$ cat config.mk
export PLATFORM = sky130hd
export DESIGN_NAME = uart_transceiver_param
export DESIGN_NICKNAME = d
export VERILOG_FILES = /design/src/rtl/uart_pkg.sv /design/src/rtl/uart_transceiver_param_baud_tick.sv /design/src/rtl/uart_transceiver_param.sv
export SDC_FILE = /design/constraint.sdc
export NUM_CORES = 1
export LEC_CHECK = 0
export CORE_UTILIZATION = 35
export CTS_CLUSTER_SIZE = 30
export DETAILED_ROUTE_END_ITERATION = 16
export SLEW_MARGIN = 25
export SYNTH_ARGS = -nofsm -noshare
export SYNTH_HDL_FRONTEND = slang
export SYNTH_SLANG_ARGS = --single-unit
$ cat constraint.sdc
create_clock -name clk -period 2.6 [get_ports clk]
set_clock_uncertainty 0.05 [all_clocks]
set_input_delay 0.39 -clock clk [delete_from_list [all_inputs] [get_ports clk]]
set_output_delay 0.39 -clock clk [all_outputs]
set_load 0.005 [all_outputs]
$ cat src/rtl/uart_pkg.sv
// Shared definitions for the UART transceiver.
// Contents: parity mode constants, oversample ratio, the TX/RX FSM state
// enums, and the baud divider calculation used by the top level.
package uart_pkg;

    localparam int OVERSAMPLE  = 16;

    localparam int PARITY_NONE = 0;
    localparam int PARITY_ODD  = 1;
    localparam int PARITY_EVEN = 2;

    typedef enum logic [2:0] {
        TX_IDLE,
        TX_ALIGN,
        TX_START,
        TX_DATA,
        TX_PARITY,
        TX_STOP
    } tx_state_t;

    typedef enum logic [2:0] {
        RX_IDLE,
        RX_START,
        RX_DATA,
        RX_PARITY,
        RX_STOP,
        RX_BREAK
    } rx_state_t;

    // Rounded clk-per-oversample-tick, never below 1.
    function automatic int calc_div(input int clk_hz, input int baud);
        int d;
        d = (clk_hz + baud * (OVERSAMPLE / 2)) / (baud * OVERSAMPLE);
        return (d < 1) ? 1 : d;
    endfunction

endpackage

$ cat src/rtl/uart_transceiver_param_baud_tick.sv
// Oversample clock-enable generator.
// Counts 0..DIV-1 on clk and raises tick16 for the single cycle at the wrap.
// Ports:
//   clk    in  system clock
//   reset  in  synchronous, active-high; counter returns to 0
//   tick16 out one-cycle enable, 16 per bit period
module uart_baud_tick #(
    parameter int DIV = 1
) (
    input  logic clk,
    input  logic reset,
    output logic tick16
);

    localparam int CW = (DIV > 1) ? $clog2(DIV) : 1;
    localparam logic [CW-1:0] LAST = CW'(DIV - 1);

    logic [CW-1:0] count;

    always_ff @(posedge clk) begin
        if (reset) begin
            count <= '0;
        end else if (count == LAST) begin
            count <= '0;
        end else begin
            count <= count + CW'(1);
        end
    end

    assign tick16 = (count == LAST);

endmodule

$ cat src/rtl/uart_transceiver_param.sv
// Full-duplex UART with configurable frame format, buffered receive path,
// error pulses and internal loopback. Everything runs on clk; baud timing
// comes from the uart_baud_tick clock enable.
// Ports:
//   clk, reset             system clock, synchronous active-high reset
//   tx_data/valid/ready    transmit handshake; data captured on valid & ready
//   txd                    serial output, idle high
//   rxd                    serial input, asynchronous
//   loopback               1: receiver listens to txd instead of rxd
//   rx_data/valid/ready    first-word fall-through receive FIFO head
//   frame_err, parity_err  one-cycle pulses for a bad stop bit / parity
//   overrun                one-cycle pulse: good frame lost to a full FIFO
module uart_transceiver_param
    import uart_pkg::*;
#(
    parameter int CLK_HZ        = 50_000_000,
    parameter int BAUD          = 9600,
    parameter int DATA_BITS     = 8,
    parameter int PARITY        = 0,
    parameter int STOP_BITS     = 1,
    parameter int RX_FIFO_DEPTH = 4
) (
    input  logic                 clk,
    input  logic                 reset,
    input  logic [DATA_BITS-1:0] tx_data,
    input  logic                 tx_valid,
    output logic                 tx_ready,
    output logic                 txd,
    input  logic                 rxd,
    input  logic                 loopback,
    output logic [DATA_BITS-1:0] rx_data,
    output logic                 rx_valid,
    input  logic                 rx_ready,
    output logic                 frame_err,
    output logic                 parity_err,
    output logic                 overrun
);

    localparam int DIV = calc_div(CLK_HZ, BAUD);
    localparam bit HAS_PARITY = (PARITY != PARITY_NONE);
    localparam logic [3:0] LAST_DATA = 4'(DATA_BITS - 1);
    localparam logic [3:0] LAST_STOP = 4'(STOP_BITS - 1);
    localparam int PW = $clog2(RX_FIFO_DEPTH);
    localparam int CNT_W = PW + 1;
    localparam logic [CNT_W-1:0] FULL_CNT = CNT_W'(RX_FIFO_DEPTH);

    function automatic logic par_of(input logic [DATA_BITS-1:0] d);
        return (PARITY == PARITY_ODD) ? ~^d : ^d;
    endfunction

    logic tick16;

    uart_baud_tick #(.DIV(DIV)) u_baud_tick (
        .clk    (clk),
        .reset  (reset),
        .tick16 (tick16)
    );

    // ---------------------------------------------------------------- TX
    tx_state_t            tx_state, tx_state_nx;
    logic [3:0]           tx_slot;
    logic [3:0]           tx_bit;
    logic [DATA_BITS-1:0] tx_shift;
    logic                 tx_par;
    logic                 tx_accept;
    logic                 tx_bound;

    assign tx_accept = tx_valid & tx_ready;
    // tx_slot free-runs so every bit starts on a 16-tick slot boundary.
    assign tx_bound  = tick16 & (tx_slot == 4'd15);

    always_comb begin
        tx_state_nx = tx_state;
        tx_ready    = 1'b0;
        txd         = 1'b1;
        case (tx_state)
            TX_IDLE: begin
                tx_ready = 1'b1;
                if (tx_valid) tx_state_nx = TX_ALIGN;
            end
            TX_ALIGN: begin
                if (tx_bound) tx_state_nx = TX_START;
            end
            TX_START: begin
                txd = 1'b0;
                if (tx_bound) tx_state_nx = TX_DATA;
            end
            TX_DATA: begin
                txd = tx_shift[0];
                if (tx_bound && tx_bit == LAST_DATA)
                    tx_state_nx = HAS_PARITY ? TX_PARITY : TX_STOP;
            end
            TX_PARITY: begin
                txd = tx_par;
                if (tx_bound) tx_state_nx = TX_STOP;
            end
            TX_STOP: begin
                if (tx_bound && tx_bit == LAST_STOP) tx_state_nx = TX_IDLE;
            end
            default: tx_state_nx = TX_IDLE;
        endcase
    end

    always_ff @(posedge clk) begin
        if (reset) begin
            tx_state <= TX_IDLE;
            tx_slot  <= 4'd0;
            tx_bit   <= 4'd0;
            tx_shift <= '0;
            tx_par   <= 1'b0;
        end else begin
            tx_state <= tx_state_nx;
            if (tick16) tx_slot <= tx_slot + 4'd1;
            if (tx_accept) begin
                tx_shift <= tx_data;
                tx_par   <= par_of(tx_data);
                tx_bit   <= 4'd0;
            end else if (tx_bound) begin
                if (tx_state == TX_DATA) begin
                    tx_shift <= tx_shift >> 1;
                    tx_bit   <= (tx_bit == LAST_DATA) ? 4'd0 : tx_bit + 4'd1;
                end else if (tx_state == TX_STOP) begin
                    tx_bit <= tx_bit + 4'd1;
                end
            end
        end
    end

    // ---------------------------------------------------------------- RX
    rx_state_t            rx_state, rx_state_nx;
    logic                 sync1, sync_rx;
    logic [3:0]           rx_cnt;
    logic [3:0]           rx_bit;
    logic                 s0, s1, maj;
    logic [DATA_BITS-1:0] rx_shift;
    logic                 rx_par_bad;
    logic                 rx_decide, rx_end, stop_strobe;
    logic                 rx_push;

    always_ff @(posedge clk) begin
        if (reset) begin
            sync1   <= 1'b1;
            sync_rx <= 1'b1;
        end else begin
            sync1   <= loopback ? txd : rxd;
            sync_rx <= sync1;
        end
    end

    // rx_cnt is restarted at the detected falling edge; ticks 7,8,9 sit mid-bit.
    assign maj       = (s0 & s1) | (s0 & sync_rx) | (s1 & sync_rx);
    assign rx_decide = tick16 & (rx_cnt == 4'd9);
    assign rx_end    = tick16 & (rx_cnt == 4'd15);

    always_comb begin
        rx_state_nx = rx_state;
        stop_strobe = 1'b0;
        case (rx_state)
            RX_IDLE: begin
                if (!sync_rx) rx_state_nx = RX_START;
            end
            RX_START: begin
                if (rx_decide && maj) rx_state_nx = RX_IDLE;
                else if (rx_end)      rx_state_nx = RX_DATA;
            end
            RX_DATA: begin
                if (rx_end && rx_bit == LAST_DATA)
                    rx_state_nx = HAS_PARITY ? RX_PARITY : RX_STOP;
            end
            RX_PARITY: begin
                if (rx_end) rx_state_nx = RX_STOP;
            end
            RX_STOP: begin
                if (rx_decide) begin
                    stop_strobe = 1'b1;
                    rx_state_nx = maj ? RX_IDLE : RX_BREAK;
                end
            end
            RX_BREAK: begin
                // A low stop bit may be a break; wait for the line to recover.
                if (sync_rx) rx_state_nx = RX_IDLE;
            end
            default: rx_state_nx = RX_IDLE;
        endcase
    end

    always_ff @(posedge clk) begin
        if (reset) begin
            rx_state   <= RX_IDLE;
            rx_cnt     <= 4'd0;
            rx_bit     <= 4'd0;
            s0         <= 1'b1;
            s1         <= 1'b1;
            rx_shift   <= '0;
            rx_par_bad <= 1'b0;
            rx_push    <= 1'b0;
            frame_err  <= 1'b0;
            parity_err <= 1'b0;
        end else begin
            rx_state   <= rx_state_nx;
            rx_push    <= stop_strobe & maj & ~rx_par_bad;
            frame_err  <= stop_strobe & ~maj;
            parity_err <= stop_strobe & rx_par_bad;
            if (rx_state == RX_IDLE) begin
                rx_cnt     <= 4'd0;
                rx_bit     <= 4'd0;
                rx_par_bad <= 1'b0;
            end else if (tick16) begin
                rx_cnt <= rx_cnt + 4'd1;
                if (rx_cnt == 4'd7) s0 <= sync_rx;
                if (rx_cnt == 4'd8) s1 <= sync_rx;
                if (rx_cnt == 4'd9) begin
                    if (rx_state == RX_DATA)
                        rx_shift <= {maj, rx_shift[DATA_BITS-1:1]};
                    if (rx_state == RX_PARITY)
                        rx_par_bad <= (maj != par_of(rx_shift));
                end
                if (rx_cnt == 4'd15 && rx_state == RX_DATA)
                    rx_bit <= rx_bit + 4'd1;
            end
        end
    end

    // -------------------------------------------------------------- FIFO
    logic [DATA_BITS-1:0] mem [RX_FIFO_DEPTH];
    logic [PW-1:0]        wr_ptr, rd_ptr;
    logic [CNT_W-1:0]     count;
    logic                 full, pop, push_ok;

    assign full     = (count == FULL_CNT);
    assign rx_valid = (count != '0);
    assign pop      = rx_valid & rx_ready;
    // A pop in the same cycle frees the slot, so a push at full is still accepted.
    assign push_ok  = rx_push & (~full | pop);
    assign overrun  = rx_push & full & ~pop;
    assign rx_data  = rx_valid ? mem[rd_ptr] : '0;

    always_ff @(posedge clk) begin
        if (push_ok) mem[wr_ptr] <= rx_shift;
    end

    always_ff @(posedge clk) begin
        if (reset) begin
            wr_ptr <= '0;
            rd_ptr <= '0;
            count  <= '0;
        end else begin
            if (push_ok) wr_ptr <= wr_ptr + PW'(1);
            if (pop)     rd_ptr <= rd_ptr + PW'(1);
            case ({push_ok, pop})
                2'b10:   count <= count + CNT_W'(1);
                2'b01:   count <= count - CNT_W'(1);
                default: count <= count;
            endcase
        end
    end

endmodule

==> results.yml <==
run_status:
  outcome: "completed"
power:
  intPower_mw: 2.360
  finalPower_mw: 3.082
  pwr-share-seq_pct: 52.4
  p_leak_nw: 1.801
  peakVddDrop_v: 0.0003759
  p_clk_share_pct: 39.4
  pwr_density_cell_nw_per_um2: 591.7
  comb_power_share_pct: 8.3
  switching_share_pct: 23.43
  p_switching_mw: 0.7222
setup_path:
  cp_slowest_cell: "mux4_2"
  worstPathMaxFanout: 8
  path_buf_inv: 2
  endpoint_kind: "output port"
  worstPathRequired_ps: 2160
  path_delay_family: "buffers and inverters"
  crit_chain: "buf_4, mux4_2, and2_1, clkdlybuf4s50_1"
  critPathKind: "flip-flop to output port"
  r2r_slack_ps: 320
  startpoint_type: "flip-flop"
  cp.arrival_ps: 1980
  rr_endpoint: "tx_bit[3]"
  reg2reg_depth: 5
  cpPeakStageDelay_ps: 520
  reg2reg_from: "u_baud_tick.count[3]"
global_route:
  grtUsageTotal_pct: 13.07
  grt_pass1_wl_um: 13320
  grt_max_degree: 36
  grt-ovfl-total: 0
  antenna_found_initial: 0
  grt_pass1_vias: 2881
route:
  vias: 2953
  drt_iter0_drc: 193
  drc: 0
  firstDrtPassIters: 4
  drt-total-wl_um: 7747
  postRouteAntennaNets: 0
  wire_per_inst_um: 12.70
  routed_via_density: 4.841
clock_tree:
  cts_max_path_buffers: 2
  cts-root-buf: "clkbuf_16"
  clk_pin_slew_ps: 70
  cts-resized-gates: 0
  cts_tree: "done"
  htreeDepth: 3
  cts_made_buffers: 9
  cts_setup_buffers: 0
  holdBufCountCts: 0
  clock_latency_ps: 340
  clock_sinks: 97
layout:
  final_core_util_pct: 42.65
  num_antenna_cells: 0
  area_growth_pct: 17.14
  final_layout_size_suffix_gt1_share_pct: 10.41
  fin_nets: 466
  fill_cells: 1216
  final_area_um2: 5209
sta:
  post-route-min-period_ps: 2421
  relSlewSlack_pct: 69.17
  whs_ps: 376.2
  fin_crit_sh_pct: 93.12
  tightest_slew_ps: 462.4
  drv_slew: 0
  fin_setup_tns_ps: 0
  final-hold-violation-count: 0
  fmax_ghz: 0.4130
  rsz0062_at_grt: "no"
  setup_viol: 0
floorplanning:
  io_pins: 28
  core-area_um2: 12210
  die_h_um: 114.7
  start_util_pct: 36.41
  fp.dieArea_um2: 13160
  fp.dieW_um: 114.7
  rows: 40
yosys:
  synth.avg_cell_area_um2: 10.90
  synth_async_sr_flop_share_pct: 0
  yosys_warnings: 0
  ys.flop_type: "dfxtp_1"
  synthCells: 408
  synth-edff-count: 32
  synth-seq-area-share_pct: 50.87
  synth_nets: 437
  ys_ff_latch: 97
  synth_cell_types: 56
  syn_area_um2: 4447
hold_path:
  min_from: "sync1"
  hold_path_end: "sync_rx"
  hold_class: "flip-flop to flip-flop"
  holdPathStages: 1
placement:
  place_hpwl_um: 5315
  port_buffers: 27
  place_area_um2: 4935
  routabilityCongestion: 0.7909
flow_run:
  drv.max_cap_violation_count: 0
[cells by family after synthesis]
family                     count (synthesis)  synth area share (%)
AOI/OAI and AO/OA                         43                 7.569
xor gates and xnor gates                  34                 7.006
adders and majority gates                 16                 4.615
buffers and inverters                     36                 3.208
DFF                                       97                 50.87
muxes                                     29                 8.779
and+or+nand+nor                          153                 17.95
[power groups by stage]
| stage | registers, mW | clock network (mW) | logic (mW) |
|---|---|---|---|
| detailed placement | 1.65 | 0 | 0.257 |
| global route | 1.62 | 1.32 | 0.288 |
| floorplan | 1.63 | 0 | 0.210 |
| finish | 1.61 | 1.21 | 0.254 |
| global placement | 1.65 | 0 | 0.252 |
| CTS | 1.61 | 1.27 | 0.257 |
[area by class of cell]
type                       count  area, µm²  share of cell area [%]
clock inverter                 6      45.04                  0.8648
inverter                      14      52.55                   1.009
clock buffer                  10      229.0                   4.396
timing repair buffer          40      367.9                   7.062
sequential                    97       2262                   43.43
tap                          168      210.2                   4.036
multi-input combinational    275       2042                   39.20
[registers in the layout, indices dropped and copies added (netlist names), 3 cells and up, named ones only]
| register | count |
|---|---|
| mem | 32 |
| u_baud_tick.count | 9 |
| rx_shift | 8 |
| tx_shift | 8 |
| rx_bit | 4 |
| rx_cnt | 4 |
| tx_bit | 4 |
| tx_slot | 4 |
| count | 3 |
| rx_state | 3 |
| tx_state | 3 |
[synth_stat cells, types with 10 or more instances]
library cell / n / area share, %
a21oi_1: 10 / 1.1
and2_1: 16 / 2.3
clkbuf_1: 18 / 1.5
dfxtp_1: 65 / 29
edfxtp_1: 32 / 22
ha_1: 14 / 3.9
inv_1: 14 / 1.2
mux2i_1: 21 / 4.7
nand3_1: 10 / 1.1
nor2_1: 62 / 5.2
xnor2_1: 18 / 3.5
xor2_1: 15 / 3.0
[metal layers]
layer	share of wire [%]	vias up	track usage, %
met2	48	38	22.34
met3	3.1	11	3.388
met1	47	1400	15.42
li1	-	1504	-
met5	0	-	0
met4	1.9	0	5.974
[worst max path at each step]
stage	startpoint	endpoint	cells past startpoint
after floorplan	rx_ready	count[2]	10
after global placement	rx_ready	count[2]	10
after detailed placement	rx_ready	count[2]	10
after CTS	flip-flop	rx_data[1]	4
after global routing	tx_state[2]	txd	5
final	flip-flop	rx_data[1]	4
[cell usage in the layout, fill, tap and decap left out, types with 3 or more instances in the layout]
master	n
clkinv_4	3
and2_1	16
nor2b_1	3
a21oi_1	10
edfxtp_1	32
or2_2	4
ha_1	14
nand3_1	10
nand2b_1	7
buf_4	13
nor3_1	8
inv_1	14
o21ai_0	4
a211oi_1	9
or3_1	7
nor2_1	62
clkbuf_16	9
mux4_2	8
nand2_1	9
and3_1	4
clkdlybuf4s50_1	27
xor2_1	15
dfxtp_1	65
nand4_1	6
nand4b_1	3
xnor2_1	18
mux2i_1	21
[metrics by stage]
step,cells,setup slack [ps]
after global placement,594,47.86
after detailed placement,594,-14.54
after global routing,610,61.23
final,610,178.9
after CTS,610,133.9
after floorplan,408,374.0
Note: power is estimated with default switching activity, not from simulation.
